`config.mk`:
```
export PLATFORM = sky130hd
export DESIGN_NAME = fetch_sequencer
export DESIGN_NICKNAME = d
export VERILOG_FILES = /design/src/rtl/fetch_seq_defs_pkg.sv /design/src/rtl/fetch_byte_assembler.sv /design/src/rtl/fetch_sequencer.sv
export SDC_FILE = /design/constraint.sdc
export NUM_CORES = 1
export LEC_CHECK = 0
export BUFFER_PORTS_ARGS = -buffer_cell sky130_fd_sc_hd__buf_2
export CORE_ASPECT_RATIO = 0.8
export CORE_UTILIZATION = 40
export DETAILED_ROUTE_END_ITERATION = 16
export SLEW_MARGIN = 0
export SYNTH_ARGS = -nofsm -noshare
export SYNTH_HDL_FRONTEND = slang
export SYNTH_SLANG_ARGS = --single-unit
```
`constraint.sdc`:
```
create_clock -name CLK -period 4.7 [get_ports CLK]
set_input_delay 0.705 -clock CLK [delete_from_list [all_inputs] [get_ports CLK]]
set_output_delay 0.705 -clock CLK [all_outputs]
set_load 0.1 [all_outputs]
```
`src/rtl/fetch_seq_defs_pkg.sv`:
```
// Shared definitions for the fetch sequencer: state encodings, HALT opcode default,
// instruction opcode field position and small field helpers.
package fetch_seq_defs;

  typedef enum logic [1:0] {
    FETCH = 2'd0,
    HOLD  = 2'd1,
    HALT  = 2'd2
  } fetch_state_e;

  localparam logic [5:0] HALT_OP_DEFAULT = 6'b111111;
  localparam int         OP_MSB          = 31;
  localparam int         OP_LSB          = 26;

  function automatic logic [5:0] opcode_of(input logic [31:0] word);
    return word[OP_MSB:OP_LSB];
  endfunction

  // Instructions are word aligned, so the two low address bits are always dropped.
  function automatic logic [31:0] align_word(input logic [31:0] addr);
    return {addr[31:2], 2'b00};
  endfunction

endpackage

```
`src/rtl/fetch_byte_assembler.sv`:
```
// Collects big-endian instruction bytes: 24-bit shift register of the bytes seen so far
// plus a 2-bit byte counter; last_byte flags that the incoming byte completes the word.
module fetch_byte_assembler (
  input  logic        clk,
  input  logic        rst,
  input  logic        clear,
  input  logic        shift,
  input  logic [7:0]  data_in,
  output logic [23:0] shift_reg,
  output logic [1:0]  byte_cnt,
  output logic        last_byte
);

  logic [23:0] shift_reg_reg;
  logic [1:0]  byte_cnt_reg;

  // The counter wraps 3 -> 0 on its own, so a completed word leaves it ready for the next.
  always_ff @(posedge clk or posedge rst) begin
    if (rst) begin
      shift_reg_reg <= 24'd0;
      byte_cnt_reg  <= 2'd0;
    end else if (clear) begin
      shift_reg_reg <= 24'd0;
      byte_cnt_reg  <= 2'd0;
    end else if (shift) begin
      shift_reg_reg <= {shift_reg_reg[15:0], data_in};
      byte_cnt_reg  <= byte_cnt_reg + 2'd1;
    end
  end

  assign shift_reg = shift_reg_reg;
  assign byte_cnt  = byte_cnt_reg;
  assign last_byte = (byte_cnt_reg == 2'd3);

endmodule

```
`src/rtl/fetch_sequencer.sv`:
```
// Instruction fetch sequencer: owns the PC, reads one byte per cycle, offers 32-bit words
// over valid/ready, honours redirects and stops on HALT. Optional FETCH_SEQ_RETIRE_CNT_EN adds retire_cnt.
module fetch_sequencer
  import fetch_seq_defs::*;
#(
  parameter logic [31:0] RESET_PC = 32'h0000_0000,
  parameter logic [5:0]  HALT_OP  = HALT_OP_DEFAULT
) (
  input  logic        CLK,
  input  logic        Reset,
  output logic [31:0] mem_addr,
  input  logic [7:0]  mem_byte,
  output logic        ins_valid,
  input  logic        ins_ready,
  output logic [31:0] ins_word,
  output logic [31:0] ins_pc,
  input  logic        redirect_valid,
  input  logic [31:0] redirect_pc,
  output logic        halted
`ifdef FETCH_SEQ_RETIRE_CNT_EN
  ,
  output logic [31:0] retire_cnt
`endif
);

  fetch_state_e state_reg, state_next;
  logic [31:0]  pc_reg, pc_next;
  logic         ins_valid_reg, ins_valid_next;
  logic [31:0]  ins_word_reg, ins_word_next;
  logic [31:0]  ins_pc_reg, ins_pc_next;
  logic         halted_reg, halted_next;

  logic         asm_clear;
  logic         asm_shift;
  logic [23:0]  asm_shift_reg;
  logic [1:0]   asm_byte_cnt;
  logic         asm_last_byte;

  fetch_byte_assembler u_assembler (
    .clk       (CLK),
    .rst       (Reset),
    .clear     (asm_clear),
    .shift     (asm_shift),
    .data_in   (mem_byte),
    .shift_reg (asm_shift_reg),
    .byte_cnt  (asm_byte_cnt),
    .last_byte (asm_last_byte)
  );

  always_ff @(posedge CLK or posedge Reset) begin
    if (Reset) begin
      state_reg     <= FETCH;
      pc_reg        <= RESET_PC;
      ins_valid_reg <= 1'b0;
      ins_word_reg  <= 32'd0;
      ins_pc_reg    <= RESET_PC;
      halted_reg    <= 1'b0;
    end else begin
      state_reg     <= state_next;
      pc_reg        <= pc_next;
      ins_valid_reg <= ins_valid_next;
      ins_word_reg  <= ins_word_next;
      ins_pc_reg    <= ins_pc_next;
      halted_reg    <= halted_next;
    end
  end

  always_comb begin
    state_next     = state_reg;
    pc_next        = pc_reg;
    ins_valid_next = ins_valid_reg;
    ins_word_next  = ins_word_reg;
    ins_pc_next    = ins_pc_reg;
    halted_next    = halted_reg;
    asm_clear      = 1'b0;
    asm_shift      = 1'b0;

    // A redirect overrides everything, including a pending HALT on a coincident accept.
    if (redirect_valid) begin
      pc_next        = align_word(redirect_pc);
      ins_valid_next = 1'b0;
      halted_next    = 1'b0;
      state_next     = FETCH;
      asm_clear      = 1'b1;
    end else begin
      case (state_reg)
        FETCH: begin
          asm_shift = 1'b1;
          if (asm_last_byte) begin
            ins_word_next  = {asm_shift_reg, mem_byte};
            ins_pc_next    = pc_reg;
            ins_valid_next = 1'b1;
            state_next     = HOLD;
          end
        end
        HOLD: begin
          if (ins_ready) begin
            ins_valid_next = 1'b0;
            if (opcode_of(ins_word_reg) == HALT_OP) begin
              state_next  = HALT;
              halted_next = 1'b1;
            end else begin
              pc_next    = pc_reg + 32'd4;
              state_next = FETCH;
            end
          end
        end
        HALT: begin
        end
        default: begin
          state_next = FETCH;
        end
      endcase
    end
  end

  // byte_cnt is zero outside FETCH, so one adder covers every state.
  assign mem_addr  = pc_reg + {30'd0, asm_byte_cnt};
  assign ins_valid = ins_valid_reg;
  assign ins_word  = ins_word_reg;
  assign ins_pc    = ins_pc_reg;
  assign halted    = halted_reg;

`ifdef FETCH_SEQ_RETIRE_CNT_EN
  logic [31:0] retire_cnt_reg;

  always_ff @(posedge CLK or posedge Reset) begin
    if (Reset) begin
      retire_cnt_reg <= 32'd0;
    end else if (ins_valid_reg && ins_ready) begin
      retire_cnt_reg <= retire_cnt_reg + 32'd1;
    end
  end

  assign retire_cnt = retire_cnt_reg;
`endif

endmodule

```
Yosys cells after proc, flatten, opt, wreduce, memory -nomap -nowiden
Index checks and enable logic that the tools add are counted.
{ "classes": {"mux": 24, "n_bitwise": 1, "n_reduce_logical": 11, "eq_ne": 8, "n_addsub": 3} }
{ "ops": {"columns": ["operator", "n"], "rows": [
  ["$mux W32", 4],
  ["$mux W24", 2],
  ["$add A32 B2 Y32", 1],
  ["$add A32 B3 Y32 const B", 1],
  ["$reduce_and A3 Y1", 5],
  ["$mux W2", 6],
  ["$mux W1", 10],
  ["$reduce_bool A2 Y1", 4],
  ["$eq A6 B6 Y1 const B", 1],
  ["$ne A3 B3 Y1 const B", 2],
  ["$pmux W2 S3", 1],
  ["$eq A2 B2 Y1 const B", 2],
  ["$ne A2 B2 Y1 const B", 2],
  ["$reduce_bool A3 Y1", 1],
  ["$add A2 B1 Y2 const B", 1],
  ["$eq A2 B1 Y1 const B", 1],
  ["$logic_not A2 Y1", 1],
  ["$pmux W1 S2", 1],
  ["$not A1 Y1", 1]
]} }
{ "word_totals": {"elab_cells": 55, "out_inout_bits": 98, "inputBits": 44, "regBits": 126} }

Logic depth before layout (Yosys ltp)
Gate-level depths: netlist of run 1.
{ "logic_depth": {"ltp_word": 5, "ltp_mapped": 6, "depth_no_buf": 6} }

Cells and area by module
Synthesis of run 1 repeated with hierarchy kept, for this count alone.
{ "hier_totals": {"hier_cells": 504, "hier_area_um2": 5730.5} }
{ "modules_own_cells": {"columns": ["module", "area_each_um2", "n_inst", "seq_area_each_um2", "cells_per_inst"], "rows": [
  ["fetch_sequencer", 4639.4, 1, 2402.3, 418],
  ["fetch_byte_assembler", 1091.0, 1, 650.6, 86]
]} }

Worst setup path after synthesis of run 1
Ideal clock, no wire load.
{ "synth_timing": {"path_type": "reg-to-reg", "from": "register ins_word_reg[28], in the netlist ins_word[28]", "to": "register pc_reg[30]", "setup_ps": 125, "stages_incl_launch_ff": 6, "t_arrival_ps": 2254, "slack_ps": 2321, "required_time_ps": 4575, "period_less_slack_ps": 2379, "n_path_buf": 0, "cell_sequence": "dfrtp_1 nand4_1 o2111ai_2 nor3_1 xor2_1 mux2_2"} }
{ "synth_between": {"elab_chain_cells": 3} }
{ "synth_lines": {"columns": ["element", "line_no", "text"], "rows": [
  ["from (decl)", "fetch_sequencer.sv:29", "logic [31:0] ins_word_reg, ins_word_next;"],
  ["from (signal assigned)", "fetch_sequencer.sv:62", "ins_word_reg <= ins_word_next;"],
  ["$eq A6 B6 Y1", "fetch_sequencer.sv:99", "if (opcode_of(ins_word_reg) == HALT_OP) begin"],
  ["$ne A2 B2 Y1 (no source line)", null, null],
  ["$reduce_and A3 Y1 (no source line)", null, null],
  ["to (signal assigned)", "fetch_sequencer.sv:60", "pc_reg <= pc_next;"],
  ["to (decl)", "fetch_sequencer.sv:27", "logic [31:0] pc_reg, pc_next;"]
]} }
Every way passes these cells.
A chain may end at the register's enable or synchronous reset.

Final worst setup path of run 1
{ "layout_timing": {"from": "register state_reg[1]", "to": "register ins_pc_reg[22], in the netlist ins_pc[22]"} }
{ "layout_between": {"elab_chain_cells": 2} }
{ "layout_lines": {"columns": ["element", "line_no", "text"], "rows": [
  ["from (decl)", "fetch_sequencer.sv:26", "fetch_state_e state_reg, state_next;"],
  ["from (signal assigned)", "fetch_sequencer.sv:59", "state_reg <= state_next;"],
  ["$logic_not A2 Y1", "fetch_sequencer.sv:86", "case (state_reg)"],
  ["$reduce_and A3 Y1 (no source line)", null, null],
  ["to (signal assigned)", "fetch_sequencer.sv:63", "ins_pc_reg <= ins_pc_next;"],
  ["to (decl)", "fetch_sequencer.sv:30", "logic [31:0] ins_pc_reg, ins_pc_next;"]
]} }
Every way passes these cells.

==> metrics, run 1 <==
status=finished, final reports clean; number of synthesized flops with an enable pin=0; relative slew slack=~30%; Port Buffer Count=137; crit path time final=2270 ps; Die W=131 µm; maximum vdd ir drop=0.479 mV; Residual DRC=0; Setup TNS=0 ps; pin count of the biggest net entering global routing=86; Final #Nets=between 500 and 600; routed via count=3589; vias in the first global route=3631; arrival time worst endpoint=between 2000 and 3000 ps; fin crit share=about half; Die H=~110 µm; Total Routing Usage GR=18.2%; FFs w/ async S/R, synth=100%; ANT nets after route=0; worst slew pin tran=a little over 1000 ps; CTS tree=done; HP Class=reg -> reg; first-pass GRT wire length=19.3 mm; Final Hold Viols=0; crit start category=register; Synth cell types=39; Layout area overhead=23.9%; worst skew pair latency=410 ps; Yosys top cell by area=dfrtp_1; Yosys reg bits=122; synth warn=0; total CTS buffers=17; # resized after CTS=0; clock buffer depth=2; DPL Wire Length=around 8 mm; register area share after synthesis=between 50% and 60%; cts-stage hold buffer count=0; Root Buffer=clkbuf_16; Vias/cell=4.86; skew final=8.04 ps; Mapped Avg Cell Area=12.1 µm²; Largest stage delay, worst path=770 ps; critical path fanouts, max=62; Final Routed Wirelength=between 10 and 15 mm; filler instances=1173; Final Wtd Congestion=0.751; CP cell instances=nor3_2, buf_4, and2_4, mux2_1; post-route non-filler standard cell count=738; CTS HTree Levels=4; DIE AREA=0.0139 mm²; placement row count=37; most frequent cells after synthesis=dfrtp_1 (122), mux2_1 (62), nand2_1 (40), clkbuf_1 (39), xnor2_1 (26); postcts setup bufs=0; Setup Crit Path Kind=reg -> reg; count leader, synth=dfrtp_1; Pleak=0.00326 µW; Ant. Diodes=0; remaining global-route overflow=0; Core ar.=between 0.01 and 0.015 mm²; RSZ-0062 raised after global routing=false; layout cells sized above 1=between 30% and 40%; dpl cells=between 700 and 800; fin. max-slew vios=0; initial DRC count=roughly 200; Synth Flop Type=dfrtp_1; Yosys top cell area share=between 50% and 60%; IO Count=around 140; max reg flops=32; Area contributors post-synth=dfrtp_1 (57%), mux2_1 (13%), xnor2_1 (4.3%), a22o_1 (4.1%), nand2_1 (2.8%); Worst Setup End Kind=register; Final setup viols=0; clk sinks=122; Worst EP required=between 4000 and 5000 ps; Max-Cap Viols=0; Power Dens Cells=762 mW/mm²; CP max-delay cell=and2_4; WL/cell=15.7 µm; post-synth design cell area=0.00536 mm²; Post-Synthesis Cells=approximately 440; f_max=around 0.44 GHz; initial antenna violation count=0; DRT Pass-1 Iters=4; Clk pin slew, worst setup/hold paths=approximately 50 ps; Initial Util=41.3%
## cell families after synthesis
| logic type | count (synthesis) | synth area share, % |
|---|---|---|
| buffers and inverters | 63 | 5.23 |
| AND/OR/NAND/NOR | 98 | 10.4 |
| adder cells (fa/ha/maj) | 2 | 0.467 |
| flip-flops | 122 | 57.0 |
| AO/OA/AOI/OAI | 61 | 8.10 |
| multiplexers | 66 | 13.8 |
| XOR/XNOR | 30 | 4.90 |
| other | 1 | 0.0700 |
## layer usage
layer	global-route usage [%]	share of wire (%)	up-vias
li1	-	-	1740
met4	6.48	0.99	0
met3	6.06	4.7	8
met5	0	0	-
met2	25.6	43	92
met1	26.1	51	1749
## metrics by stage
step	util [%]	setup slack (ps)	total power (µW)	cell area (µm²)	hold slack (ps)
2_1_floorplan	-	752	3480	5360	462
3_3_place_gp	46.7	2080	3810	6050	462
3_5_place_dp	46.7	2040	3840	6050	469
4_1_cts	51.2	2410	5110	6640	481
5_1_grt	51.2	2310	5240	6640	499
6_report	51.2	2430	5060	6640	476
## where the power goes
part	switching, µW	internal (µW)	total [µW]	leakage, µW
Sequential	149	1300	1450	0.00157
Clock	460	797	1260	0.000278
Combinational	2020	333	2350	0.00141
Total	2630	2430	5060	0.00326
## critical path: cells and delay by family (launching register included)
family	cells	cell delay, ps
simple gates	2	950
flops	1	440
mux	1	400
buf+inv	1	330
## path summary, 6_finish.rpt
kind / cells past startpoint / slack (ps) / start / to
hold reg to reg: 1 / 480 / ins_pc[2] / ins_pc[2]
hold / removal: 1 / 480 / ins_pc[2] / ins_pc[2]
min in group asynchronous: 2 / 530 / Reset / ins_pc[5]
max in group asynchronous: 3 / 3030 / Reset / pc_reg[12]
setup / recovery: 4 / 2430 / state_reg[1] / ins_pc[22]
setup reg to reg: 4 / 2430 / state_reg[1] / ins_pc[22]
## layout by cell type, fill, tap and decap left out, drive strengths merged, types with 6 or more instances in the layout
cell type / netlist / routed
clkbuf: 39 / 23
nand2: 40 / 40
buf: 15 / 141
nor3: 13 / 13
dfrtp: 122 / 122
a22o: 25 / 25
and3: 6 / 6
xnor2: 26 / 26
o21ai: 27 / 27
nand3: 6 / 6
inv: 9 / 10
mux2: 65 / 65
nor2: 13 / 13
## final cells by class
class | instances | area [µm²] | share of cell area [%]
Sequential cell | 122 | 3050 | 46.0
Multi-Input combinational cell | 259 | 2030 | 30.6
Timing Repair Buffer | 141 | 716 | 10.8
Clock buffer | 23 | 498 | 7.50
Tap cell | 175 | 219 | 3.30
Clock inverter | 9 | 87.6 | 1.32
Inverter | 9 | 36.3 | 0.546
No activity file was read; power rests on OpenSTA's default activity.
==> run 2, diff against run 1 <==
- clock period: 4.7 -> 2.2 ns (I/O delays scaled with it)
==> run 2 against run 1 <==
  * Clock skew up 3.5 ps
  * Die area unchanged
  * Total power up 120%
  * Wire length up 0.42%
  * Sequential power up 110%
  * Setup slack worse by 2200 ps
  * Clock-buffer cell count down 1
  * First-iteration DRC count down 40%
  * Critical path type unchanged
  * Largest power group unchanged
  * Highest routed layer unchanged
==> metrics, run 2 (synthesized netlist as in run 1, its figures left out) <==
worst skew pair latency=410 ps; Initial Util=41.3%; Final setup viols=0; Hold WS=between 40 and 50 ps; DRT Pass-1 Iters=4; max reg flops=32; Final #Nets=607; Die W=131 µm; # resized after CTS=0; Layout area overhead=27.0%; Total Routing Usage GR=~18%; DPL Wire Length=8.16 mm; first-pass GRT wire length=about 19 mm; Vias/cell=4.91; WL/cell=15.5 µm; clock buffer depth=2; total CTS buffers=17; RSZ-0062 raised after global routing=false; Die H=106 µm; postcts setup bufs=0; Final Hold Viols=0; initial antenna violation count=1; Final Routed Wirelength=11.6 mm; Worst Setup End Kind=register; placement row count=37; crit path time final=1920 ps; Max-Cap Viols=0; Port Buffer Count=137; Residual DRC=0; CTS HTree Levels=4; Power Dens Cells=1630 mW/mm²; f_max=0.521 GHz; most common cell after layout, fill and taps aside=buf_2; DIE AREA=0.0139 mm²; Setup TNS=0 ps; arrival time worst endpoint=2220 ps; vias in the first global route=3650; Clk pin slew, worst setup/hold paths=50 ps; fin crit share=~87%; skew final=11.5 ps; post-place setup slack=278 ps; remaining global-route overflow=0; Setup Crit Path Kind=reg -> reg; Final Wtd Congestion=roughly 0.76; Final WS setup=280 ps; initial DRC count=119; fin. max-slew vios=0; pin count of the biggest net entering global routing=67; CTS tree=done; status=finished, final reports clean; crit start category=register; clk sinks=122; worst slew pin tran=1080 ps; cts-stage hold buffer count=0; Worst EP required=2500 ps; Root Buffer=clkbuf_16; most frequent cells in the layout=buf_2 (137), dfrtp_1 (116), mux2_1 (62); Core ar.=0.0130 mm²; critical path fanouts, max=14; Pleak=0.00332 µW; layout cells sized above 1=35.7%; maximum vdd ir drop=1.45 mV; ANT nets after route=0; Power, Total=11100 µW; relative slew slack=27.8%; IO Count=142; HP Class=in -> async; routed via count=3679
[run 2: cell count changes in the layout (fill, tap and decap cells not counted), moves of 2 or more]
cell | previous run | this run
buf_4 | 4 | 13
dfrtp_1 | 122 | 116
dfrtp_2 | 0 | 6
bufinv_16 | 1 | 4
clkbuf_8 | 5 | 2
buf_12 | 0 | 2
clkbuf_1 | 1 | 3
[run 2: routing by layer]
| layer | track usage, % | up-vias | share of wire (%) |
|---|---|---|---|
| li1 | - | 1755 | - |
| met1 | 25.9 | 1812 | 49 |
| met2 | 25.9 | 100 | 44 |
| met3 | 5.10 | 12 | 5.0 |
| met4 | 7.81 | 0 | 1.7 |
| met5 | 0 | - | 0 |
[run 2: worst paths after layout]
path | from | to | slack [ps] | cells past startpoint
min in group CLK | redirect_pc[27] | pc_reg[27] | 130 | 3
worst max register to register | ins_word[31] | pc_reg[23] | 280 | 5
worst min-delay path | Reset | ins_word[31] | 50 | 3
max in group asynchronous | Reset | ins_word[27] | 1840 | 3
worst min register to register | ins_pc[3] | ins_pc[3] | 480 | 1
worst max-delay path | ins_word[31] | pc_reg[23] | 280 | 5
[run 2: final cells by class]
| class | instances | area (µm²) |
|---|---|---|
| repair buffers | 152 | 823 |
| flip-flops and latches | 122 | 3060 |
| well taps | 175 | 219 |
| diodes | 1 | 2.50 |
| inverters | 9 | 37.5 |
| fillers | 1173 | 6160 |
| clock inverters | 10 | 165 |
| clock buffers | 22 | 464 |
| multi-input cells | 259 | 2030 |
[run 2: power by group]
group          internal, µW  switching [µW]  total [µW]
registers              2790             306        3090
clock network          1960             982        2940
logic                   731            4330        5060
[run 2: worst max-delay path, cell delays in order (launching register included)]
cell and delay, ps:
dfrtp_2 370, nand4_1 260, o211ai_4 640, nor3_2 120, xnor2_1 150, mux2_2 250
[run 2: per-stage QoR]
step | std cells | instance area, µm² | util, %
3_5_place_dp | 717 | 6170 | 47.6
4_1_cts | 749 | 6800 | 52.5
2_1_floorplan | 444 | 5370 | -
3_3_place_gp | 717 | 6170 | 47.6
6_report | 750 | 6800 | 52.5
5_1_grt | 750 | 6800 | 52.5
